## config.mk

```make
export PLATFORM = sky130hd
export DESIGN_NAME = router_port_rx
export DESIGN_NICKNAME = d
export VERILOG_FILES = /design/src/rtl/router_pkg.sv /design/src/rtl/router_rx_skid.sv /design/src/rtl/router_port_rx.sv
export SDC_FILE = /design/constraint.sdc
export NUM_CORES = 1
export LEC_CHECK = 0
export ABC_CLOCK_PERIOD_IN_PS = 1830
export CAP_MARGIN = 20
export CORE_MARGIN = 4
export CORE_UTILIZATION = 45
export DETAILED_ROUTE_END_ITERATION = 7
export PLACE_DENSITY_LB_ADDON = 0.05
export RECOVER_POWER = 50
export SLEW_MARGIN = 0
export SYNTH_ARGS = -nofsm -noshare
export SYNTH_HDL_FRONTEND = slang
export SYNTH_SLANG_ARGS = --single-unit
```

## constraint.sdc

```tcl
create_clock -name clk -period 1.83 [get_ports clk]
set_input_delay 0.366 -clock clk [delete_from_list [all_inputs] [get_ports clk]]
set_output_delay 0.366 -clock clk [all_outputs]
set_load 0.02 [all_outputs]
```

## src/rtl/router_pkg.sv

```systemverilog
// Shared definitions for the router output-port receive path.
//   - header field widths and the router soft-reset interval
//   - receive FSM state codes
//   - skid buffer entry layout (data byte plus sop/eop markers)
//   - header field extraction helpers
package router_pkg;

  localparam int HDR_LEN_W          = 6;
  localparam int ADDR_W             = 2;
  localparam int ROUTER_SFT_RST_CYC = 30;

  typedef logic [2:0] rx_state_t;

  localparam rx_state_t S_IDLE = 3'd0;
  localparam rx_state_t S_HDR  = 3'd1;
  localparam rx_state_t S_PAY  = 3'd2;
  localparam rx_state_t S_PAR  = 3'd3;
  localparam rx_state_t S_DROP = 3'd4;

  typedef struct packed {
    logic       sop;
    logic       eop;
    logic [7:0] data;
  } skid_ent_t;

  function automatic logic [HDR_LEN_W-1:0] hdr_len(input logic [7:0] hdr);
    return hdr[7:ADDR_W];
  endfunction

  function automatic logic [ADDR_W-1:0] hdr_addr(input logic [7:0] hdr);
    return hdr[ADDR_W-1:0];
  endfunction

endpackage

```

## src/rtl/router_rx_skid.sv

```systemverilog
// Two-entry valid/ready skid buffer carrying {sop, eop, data}.
// The writer must only push when an entry is free; count lets it plan reads
// ahead. The head entry is held stable until it is accepted.
// Ports:
//   clk, rst            clock, async active-low reset
//   in_valid, in_ent    write strobe and entry
//   out_valid, out_ent  head entry
//   out_ready           consumer accepts head when out_valid & out_ready
//   count               current occupancy (0..2)
module router_rx_skid
  import router_pkg::*;
(
  input  logic       clk,
  input  logic       rst,
  input  logic       in_valid,
  input  skid_ent_t  in_ent,
  output logic       out_valid,
  output skid_ent_t  out_ent,
  input  logic       out_ready,
  output logic [1:0] count
);

  skid_ent_t  mem [2];
  logic       wr_ptr;
  logic       rd_ptr;
  logic [1:0] cnt;
  logic       push;
  logic       pop;

  assign out_valid = (cnt != 2'd0);
  assign out_ent   = mem[rd_ptr];
  assign count     = cnt;
  assign pop       = out_valid & out_ready;
  assign push      = in_valid & (cnt != 2'd2);

  always_ff @(posedge clk or negedge rst) begin
    if (!rst) begin
      mem[0] <= '0;
      mem[1] <= '0;
      wr_ptr <= 1'b0;
      rd_ptr <= 1'b0;
      cnt    <= 2'd0;
    end else begin
      if (push) begin
        mem[wr_ptr] <= in_ent;
        wr_ptr      <= ~wr_ptr;
      end
      if (pop) rd_ptr <= ~rd_ptr;
      cnt <= cnt + {1'b0, push} - {1'b0, pop};
    end
  end

endmodule

```

## src/rtl/router_port_rx.sv

```systemverilog
// Receive stage for one 1x3-router output port. Reads packets from the port
// FIFO, checks parity and destination address, and re-emits them as a
// valid/ready byte stream with sop/eop. A watchdog forces reads before the
// router's soft reset can fire; the packet is then discarded.
// Optional build macro: ROUTER_RX_STATS_EN adds saturating packet counters.
// Ports:
//   clk, rst                    clock, async active-low reset
//   vld_out, dout, rd_en        router FIFO interface (dout valid 1 cycle after rd_en)
//   m_valid, m_data, m_sop, m_eop, m_ready   output byte stream
//   pkt_done, pkt_ok, par_err, addr_err, drop, pkt_len   per-packet status pulse
//   pkt_cnt, err_cnt, drop_cnt  statistics (ROUTER_RX_STATS_EN only)
//
// state | meaning
// IDLE  | header read not yet issued
// HDR   | header byte arriving; length/address latched
// PAY   | payload bytes arriving
// PAR   | waiting for the parity byte
// DROP  | watchdog fired; remaining bytes of the packet read and discarded
module router_port_rx
  import router_pkg::*;
#(
  parameter logic [ADDR_W-1:0] PORT_ID = 2'd0,
  parameter int                TIMEOUT = 28,
  parameter int                CNT_W   = 16
) (
  input  logic                 clk,
  input  logic                 rst,
  input  logic                 vld_out,
  input  logic [7:0]           dout,
  output logic                 rd_en,
  output logic                 m_valid,
  output logic [7:0]           m_data,
  output logic                 m_sop,
  output logic                 m_eop,
  input  logic                 m_ready,
  output logic                 pkt_done,
  output logic                 pkt_ok,
  output logic                 par_err,
  output logic                 addr_err,
  output logic                 drop,
  output logic [HDR_LEN_W-1:0] pkt_len
`ifdef ROUTER_RX_STATS_EN
  ,
  output logic [CNT_W-1:0]     pkt_cnt,
  output logic [CNT_W-1:0]     err_cnt,
  output logic [CNT_W-1:0]     drop_cnt
`endif
);

  localparam int WD_W = $clog2(ROUTER_SFT_RST_CYC + 1);

  if (TIMEOUT < 2 || TIMEOUT >= ROUTER_SFT_RST_CYC || CNT_W < 1) begin : g_bad_param
    $error("router_port_rx: TIMEOUT must be 2..29 and CNT_W at least 1");
  end

  rx_state_t            state;
  logic                 rd_q;
  logic                 hdr_need;   // header read still to be issued
  logic [6:0]           rd_left;    // reads still owed after the header
  logic [6:0]           cap_left;   // captures still due; 0 means next capture is a header
  logic [7:0]           par;
  logic [HDR_LEN_W-1:0] len_q;
  logic [ADDR_W-1:0]    addr_q;
  logic [WD_W-1:0]      wd;
  logic [1:0]           buf_cnt;

  logic                 owed;
  logic                 space;
  logic                 wd_hit;
  logic                 dropping;
  logic                 cap_hdr;
  logic                 cap_par;
  logic [6:0]           len_p1;
  skid_ent_t            in_ent;
  skid_ent_t            out_ent;

  assign owed     = hdr_need | (rd_left != 7'd0);
  // A read in flight already holds a buffer slot.
  assign space    = ({1'b0, buf_cnt} + {2'b00, rd_q}) < 3'd2;
  assign wd_hit   = (wd == WD_W'(TIMEOUT));
  assign dropping = (state == S_DROP);
  // On the watchdog hit the read is forced; its byte lands in DROP and is discarded.
  assign rd_en    = vld_out & owed & (space | dropping | wd_hit);

  assign cap_hdr  = rd_q & (cap_left == 7'd0);
  assign cap_par  = rd_q & (cap_left == 7'd1);
  assign len_p1   = {1'b0, hdr_len(dout)} + 7'd1;

  assign in_ent.sop  = cap_hdr;
  assign in_ent.eop  = cap_par;
  assign in_ent.data = dout;

  router_rx_skid u_skid (
    .clk       (clk),
    .rst       (rst),
    .in_valid  (rd_q & ~dropping),
    .in_ent    (in_ent),
    .out_valid (m_valid),
    .out_ent   (out_ent),
    .out_ready (m_ready),
    .count     (buf_cnt)
  );

  assign m_data = out_ent.data;
  assign m_sop  = out_ent.sop;
  assign m_eop  = out_ent.eop;

  always_ff @(posedge clk or negedge rst) begin
    if (!rst) begin
      state    <= S_IDLE;
      rd_q     <= 1'b0;
      hdr_need <= 1'b1;
      rd_left  <= '0;
      cap_left <= '0;
      par      <= '0;
      len_q    <= '0;
      addr_q   <= '0;
      wd       <= '0;
    end else begin
      rd_q <= rd_en;

      if (rd_en || !vld_out) wd <= '0;
      else if (!wd_hit)      wd <= wd + 1'b1;

      if (rd_en) begin
        if (hdr_need) hdr_need <= 1'b0;
        else          rd_left  <= rd_left - 7'd1;
      end else if (cap_hdr) begin
        rd_left <= len_p1;
      end
      if (cap_par) hdr_need <= 1'b1;

      if (cap_hdr) begin
        len_q    <= hdr_len(dout);
        addr_q   <= hdr_addr(dout);
        par      <= dout;
        cap_left <= len_p1;
      end else if (rd_q) begin
        cap_left <= cap_left - 7'd1;
        if (!cap_par) par <= par ^ dout;
      end

      case (state)
        S_IDLE: begin
          if (wd_hit && owed) state <= S_DROP;
          else if (rd_en)     state <= S_HDR;
        end
        S_HDR: begin
          state <= (hdr_len(dout) != '0) ? S_PAY : S_PAR;
        end
        S_PAY: begin
          if (wd_hit && owed)                 state <= S_DROP;
          else if (rd_q && cap_left == 7'd2) state <= S_PAR;
        end
        S_PAR: begin
          if (wd_hit && owed) state <= S_DROP;
          else if (cap_par)   state <= S_IDLE;
        end
        S_DROP: begin
          if (cap_par) state <= S_IDLE;
        end
        default: state <= S_IDLE;
      endcase
    end
  end

  always_ff @(posedge clk or negedge rst) begin
    if (!rst) begin
      pkt_done <= 1'b0;
      pkt_ok   <= 1'b0;
      par_err  <= 1'b0;
      addr_err <= 1'b0;
      drop     <= 1'b0;
      pkt_len  <= '0;
    end else begin
      pkt_done <= cap_par;
      if (cap_par) begin
        drop     <= dropping;
        par_err  <= ~dropping & (dout != par);
        addr_err <= ~dropping & (addr_q != PORT_ID);
        pkt_ok   <= ~dropping & (dout == par) & (addr_q == PORT_ID);
        pkt_len  <= len_q;
      end else begin
        drop     <= 1'b0;
        par_err  <= 1'b0;
        addr_err <= 1'b0;
        pkt_ok   <= 1'b0;
      end
    end
  end

`ifdef ROUTER_RX_STATS_EN
  always_ff @(posedge clk or negedge rst) begin
    if (!rst) begin
      pkt_cnt  <= '0;
      err_cnt  <= '0;
      drop_cnt <= '0;
    end else if (pkt_done) begin
      if (pkt_ok && pkt_cnt != '1)                 pkt_cnt  <= pkt_cnt + 1'b1;
      if ((par_err || addr_err) && err_cnt != '1) err_cnt  <= err_cnt + 1'b1;
      if (drop && drop_cnt != '1)                  drop_cnt <= drop_cnt + 1'b1;
    end
  end
`endif

endmodule

```

## Word-level counts from Yosys, hierarchy flattened

Index checks and enable logic that the tools add are counted.

- Flip-flop bits (word level): 75
- Input port bits: 12
- Output and inout port bits: 23
- Logic and storage cells: 118

- Add/sub/neg operators: 7
- Order comparisons: 4
- Eq/ne operators: 15
- Multiplexer cells: 30
- Bitwise operators: 20
- Reductions and logical operators: 18

Operators with widths:

| kind | count |
|---|---|
| $mux W10 | 4 |
| $mux W7 | 5 |
| $mux W8 | 3 |
| $bwmux W20 | 1 |
| $mux W3 | 6 |
| $pmux W3 S5 | 1 |
| $sub A7 B1 Y7 const B | 2 |
| $and A1 B1 Y1 | 11 |
| $demux W10 S1 | 1 |
| $mux W5 | 2 |
| $reduce_bool A2 Y1 | 5 |
| $eq A8 B8 Y1 | 1 |
| $ne A8 B8 Y1 | 1 |
| $xor A8 B8 Y8 | 1 |
| $add A6 B1 Y7 const B | 1 |
| $eq A7 B1 Y1 const B | 1 |
| $eq A7 B2 Y1 const B | 1 |
| $logic_not A7 Y1 | 1 |
| $mux W1 | 7 |
| $reduce_bool A7 Y1 | 1 |
| $eq A3 B2 Y1 const B | 2 |
| $ne A2 B2 Y1 const B | 3 |
| $ne A3 B3 Y1 const B | 2 |
| $reduce_and A2 Y1 | 3 |
| 20 further kinds | 28 |

## Depth between registers and ports, before layout

- Word-level depth: 8
- Mapped depth: 9
- Mapped depth without buffers: 8

## Cells and area by module

From an unflattened synthesis, not the netlist that was laid out.

- Cell total of the unflattened synthesis: 382
- Area total of the unflattened synthesis: 3971.3 um^2

Modules (own cells, without submodules):

| module | times used | cells each | area an instance (um^2) | seq. area each (um^2) |
|---|---|---|---|---|
| router_port_rx | 1 | 312 | 2829.0 | 1277.5 |
| router_rx_skid | 1 | 70 | 1142.3 | 600.6 |

## Worst setup path before layout

No wires, ideal clock.

- Kind: register to register
- Start point: register wd[0]
- End point: register rd_left[6]
- Library setup time: 131 ps
- Arrival: 1676 ps
- Required time: 1699 ps
- Setup slack: 23 ps
- Cell stages (with the launch flop): 10
- Buffers on the path: 1
- Period minus slack after synthesis: 1807 ps
- Path through: dfrtp_1 inv_1 ha_1 nand4_2 nand3_4 nand3_4 inv_4 buf_12 a21oi_1 or3_1

- Word-level cells in the longest chain between the ends: 5
- Elaborated cells between the ends (all ways): 7
- Those cells by class: 2 x eq/ne; 1 x mux; 2 x bitwise; 2 x reduce/logical

Ends and longest elaborated chain:

| what | line | source |
|---|---|---|
| from (decl) | router_port_rx.sv:64 | `logic [WD_W-1:0] wd;` |
| from (signal assigned) | router_port_rx.sv:123 | `else if (!wd_hit) wd <= wd + 1'b1;` |
| $eq A5 B5 Y1 (*) | router_port_rx.sv:80 | `assign wd_hit = (wd == WD_W'(TIMEOUT));` |
| $or A1 B1 Y1 (*) | router_port_rx.sv:83 | `assign rd_en = vld_out & owed & (space \| dropping \| wd_hit);` |
| $and A1 B1 Y1 (*) | router_port_rx.sv:83 |  |
| via rd_en | router_port_rx.sv:30 | `output logic rd_en,` |
| $ne A2 B2 Y1 (no source line) or $reduce_bool A2 Y1 (tied branches) | n/a |  |
| $reduce_and A2 Y1 (no source line) | n/a |  |
| to (signal assigned) | router_port_rx.sv:127 | `else rd_left <= rd_left - 7'd1;` |
| to (signal assigned) | router_port_rx.sv:129 | `rd_left <= len_p1;` |
| to (decl) | router_port_rx.sv:59 | `logic [6:0] rd_left;` |

The timed path passes the listed nets; every way through them passes the cells marked *.
A chain may end at the register's enable or synchronous reset.

## Worst setup path after layout

- Start point: register state[1]
- End point: output rd_en

- Word-level cells in the longest chain between the ends: 4

Ends and longest elaborated chain:

| what | line | source |
|---|---|---|
| from (decl) | router_port_rx.sv:56 | `rx_state_t state;` |
| from (signal assigned) | router_port_rx.sv:149 | `state <= (hdr_len(dout) != '0) ? S_PAY : S_PAR;` |
| $eq A3 B3 Y1 | router_port_rx.sv:81 | `assign dropping = (state == S_DROP);` |
| $or A1 B1 Y1 (2 in series) | router_port_rx.sv:83 |  |
| $and A1 B1 Y1 | router_port_rx.sv:83 |  |
| to (decl) | router_port_rx.sv:30 |  |

Every way passes these cells.

==> flow_summary.json <==
{
  "slew_violations": 0,
  "pwr-share-clk_pct": 21.8,
  "ant_nets": 0,
  "slew_headroom_pct": 49.1,
  "grt_pass1_vias": 3208,
  "insertion_delay_ns": 0.35,
  "wire_per_inst_um": 15.0,
  "fillers": 713,
  "final_common_cell": "buf_4",
  "multi_input_area_sq_um": 1930,
  "r2r.worst_path.cells": 9,
  "hold_end": "pkt_len[3]$_DFFE_PN0P_",
  "skew_ns": 0.0102,
  "syn_inst": 375,
  "syn_avg_cell_area_sq_um": 10.2,
  "layout.nets": 513,
  "htree_levels": 3,
  "via_per_inst": 5.23,
  "min_period_over_period_pct": 106,
  "drc": 0,
  "switching_share_pct": 34.9,
  "synth_flop_cell": "dfrtp_1",
  "synth-edff-count": 0,
  "setup-violations-final": 8,
  "drt_iter0_drc": 156,
  "final_layout_size_suffix_gt1_share_pct": 35.2,
  "rsz0062_at_grt": "true",
  "antenna_found_initial": 0,
  "worstSetupStartpointType": "flop",
  "p_comb_share_pct": 42.9,
  "area_delta_synth_final_pct": 36.6,
  "sequentialPowerShare_pct": 35.3,
  "required_ns": 1.46,
  "clock-sinks": 75,
  "fin_area_sq_um": 5240,
  "cts.clk_slew.worst_paths_ns": 0.08,
  "worst_pin_slew_ns": 0.763,
  "n_antenna_cell": 0,
  "die_w_um": 100,
  "critical-path-slowest-cell": "or3b_4",
  "initial_core_util_pct": 46.5,
  "p_total_uw": 7120,
  "critPathTopFamily": "simple AND/OR/NAND/NOR gates",
  "synthArstFlopShare_pct": 100,
  "r2r-start": "state[1]$_DFFE_PN0P_",
  "grt_pass1_wl_mm": 15.5,
  "drt_wl_total_mm": 8.98,
  "vdd_drop_max_uv": 869,
  "vias": 3131,
  "cp-startpoint": "state[1]$_DFFE_PN0P_",
  "cts-root-buf": "clkbuf_8",
  "violations": "setup timing",
  "crit_arrival_ns": 1.57,
  "final_cell_mix": "buf_4, dfrtp_1, nand2_1, mux2_2, nor2_1",
  "crit_buf_inv": 2,
  "cap_viol_max_count": 0,
  "ys_types": 57,
  "hold_depth": 2,
  "layout_setup_ws_ns": -0.106,
  "syn_area_sq_um": 3840,
  "register_area_sq_um": 1880,
  "grt_overflow": 0,
  "gp_congestion": 0.830,
  "clock_path_buffers": 2,
  "track_usage_pct": 19.3,
  "drtPass1Iterations": 4,
  "finalHoldViolations": 0,
  "ys_seq_area_share_pct": 49.0,
  "synth_seq_cells": 75,
  "critical_path.most_common_cell": "nand3_4",
  "crit_type": "reg -> out",
  "netSwitchingPower_uw": 2480,
  "end_kind": "output port",
  "worstReg2RegEnd": "rd_left[6]$_DFFE_PN0P_",
  "status": "finished with violations",
  "cts_tree": "built",
  "core_sq_um": 8260,
  "period_needed_ns": 1.94,
  "dpl_cell_area_sq_um": 4750,
  "hp-start": "len_q[3]$_DFFE_PN0P_",
  "ys_warn_count": 0,
  "hold_slack_ns": 0.470,
  "io_buffers": 34,
  "worstPathMaxFanout": 2,
  "powerDensity_nw_per_um2": 1360,
  "ios": 35,
  "syn-num-nets": 399,
  "hpwl_mm": 6.42,
  "fin_util_pct": 63.4,
  "p_leak_uw": 0.00243,
  "rrSetupSlack_ns": -0.09,
  "die_h_um": 100,
  "cts_made_buffers": 9,
  "hp-class": "reg -> reg",
  "placementRows": 33,
  "max_freq_mhz": 517,
  "critPathMaxStageDelay_ns": 0.43,
  "internal-power_uw": 4630,
  "die-area_sq_um": 10100,
  "grt_max_degree": 30,
  "path_cells": "or3b_4 > nand3_4 > nand3_4 > inv_4 > buf_2"
}
[timing repair]
| action | in CTS | in global routing |
|---|---|---|
| hold endpoints to repair | 26 | 0 |
| pin swaps | 5 | 10 |
| resized for setup | 55 | 27 |
| hold buffers | 1 | 0 |
| endpoints found under the setup margin | 39 | 17 |
| setup buffers | 6 | 14 |
[per-stage QoR]
stage / worst slack, ns / cells / setup TNS (ns)
2_1_floorplan: 0.0225 / 375 / 0
3_3_place_gp: -0.186 / 562 / -2.48
3_5_place_dp: -0.202 / 562 / -3.26
4_1_cts: -0.104 / 585 / -0.167
5_1_grt: -0.192 / 599 / -2.23
6_report: -0.106 / 599 / -0.324
[metal layers]
metal	share of wire, %	vias to the layer above	global-route usage (%)
li1	-	1540	-
met1	49	1531	27.6
met2	46	51	30.0
met3	3.7	9	3.34
met4	1.1	0	5.91
met5	0	-	0
[power by group through the flow]
stage,Sequential (uW),Combinational (uW),Clock (uW)
floorplan,2490,1750,0
global placement,2510,2810,0
detailed placement,2540,2880,0
CTS,2510,2780,1580
global route,2580,3380,1660
finish,2510,3050,1550
[how the worst max path moves through the flow]
stage                     cells past startpoint  slack, ns                endpoint
after detailed placement                      7      -0.20                   rd_en
final                                         5      -0.11                   rd_en
after floorplan                               9       0.02  rd_left[6]$_DFFE_PN0P_
after CTS                                     5      -0.10                   rd_en
after global placement                        4      -0.19                   rd_en
after global routing                          5      -0.19                   rd_en
[state kept, by name, summed over array words and instances, names as in the netlist, 2 cells and up]
signal / flops
addr_q: 2
cap_left: 7
len_q: 6
par: 8
pkt_len: 6
rd_left: 7
state: 3
u_skid.count: 2
u_skid.mem: 20
wd: 5
[synthesized netlist by cell type, drive strengths merged, types with 2 or more instances]
| master | instances | area, sq um |
|---|---|---|
| a21o | 2 | 15.0 |
| a221oi | 3 | 38.8 |
| nand3 | 15 | 100 |
| nor2 | 28 | 108 |
| ha | 12 | 150 |
| nor4 | 4 | 31.3 |
| a31oi | 2 | 12.5 |
| a21oi | 20 | 100 |
| xor2 | 11 | 96.3 |
| mux2i | 4 | 40.0 |
| a311oi | 9 | 78.8 |
| xnor2 | 6 | 52.6 |
| or3 | 2 | 12.5 |
| o21ai | 15 | 75.1 |
| dfrtp | 74 | 1850 |
| clkbuf | 12 | 45.0 |
| nand4 | 4 | 46.3 |
| o211ai | 2 | 15.0 |
| nor3 | 11 | 60.1 |
| or2 | 2 | 12.5 |
| buf | 6 | 45.0 |
| a211oi | 2 | 15.0 |
| mux2 | 30 | 338 |
| and3 | 3 | 18.8 |
| a22o | 2 | 17.5 |
| inv | 16 | 62.6 |
| and2 | 2 | 12.5 |
| nand2 | 60 | 228 |
[cells by family (layout without fill, tap and decap cells)]
kind of cell	count (synthesis)	count (layout)	synth area share (%)
AOI/OAI and AO/OA	65	65	11.5
xor gates and xnor gates	17	17	3.88
DFF	75	75	49.0
adders and majority gates	12	12	3.91
buffers and inverters	34	153	3.98
muxes	34	34	9.85
and+or+nand+nor	138	138	17.9
[cell type report]
cell class                 count  area share (%)
multi-input combinational    266            36.8
sequential                    75            35.8
tap                          105            2.51
clock buffer                  10            2.44
inverter                      16            1.19
clock inverter                 6            2.15
timing repair buffer         121            19.0
[worst register-to-register path: cells and delay by family, from the launching register on]
kind | cells | cell delay [ns]
compound gates | 1 | 0.03
buf+inv | 4 | 0.40
simple gates | 4 | 0.97
flops | 1 | 0.39
Power figures use the tool's default switching activity.
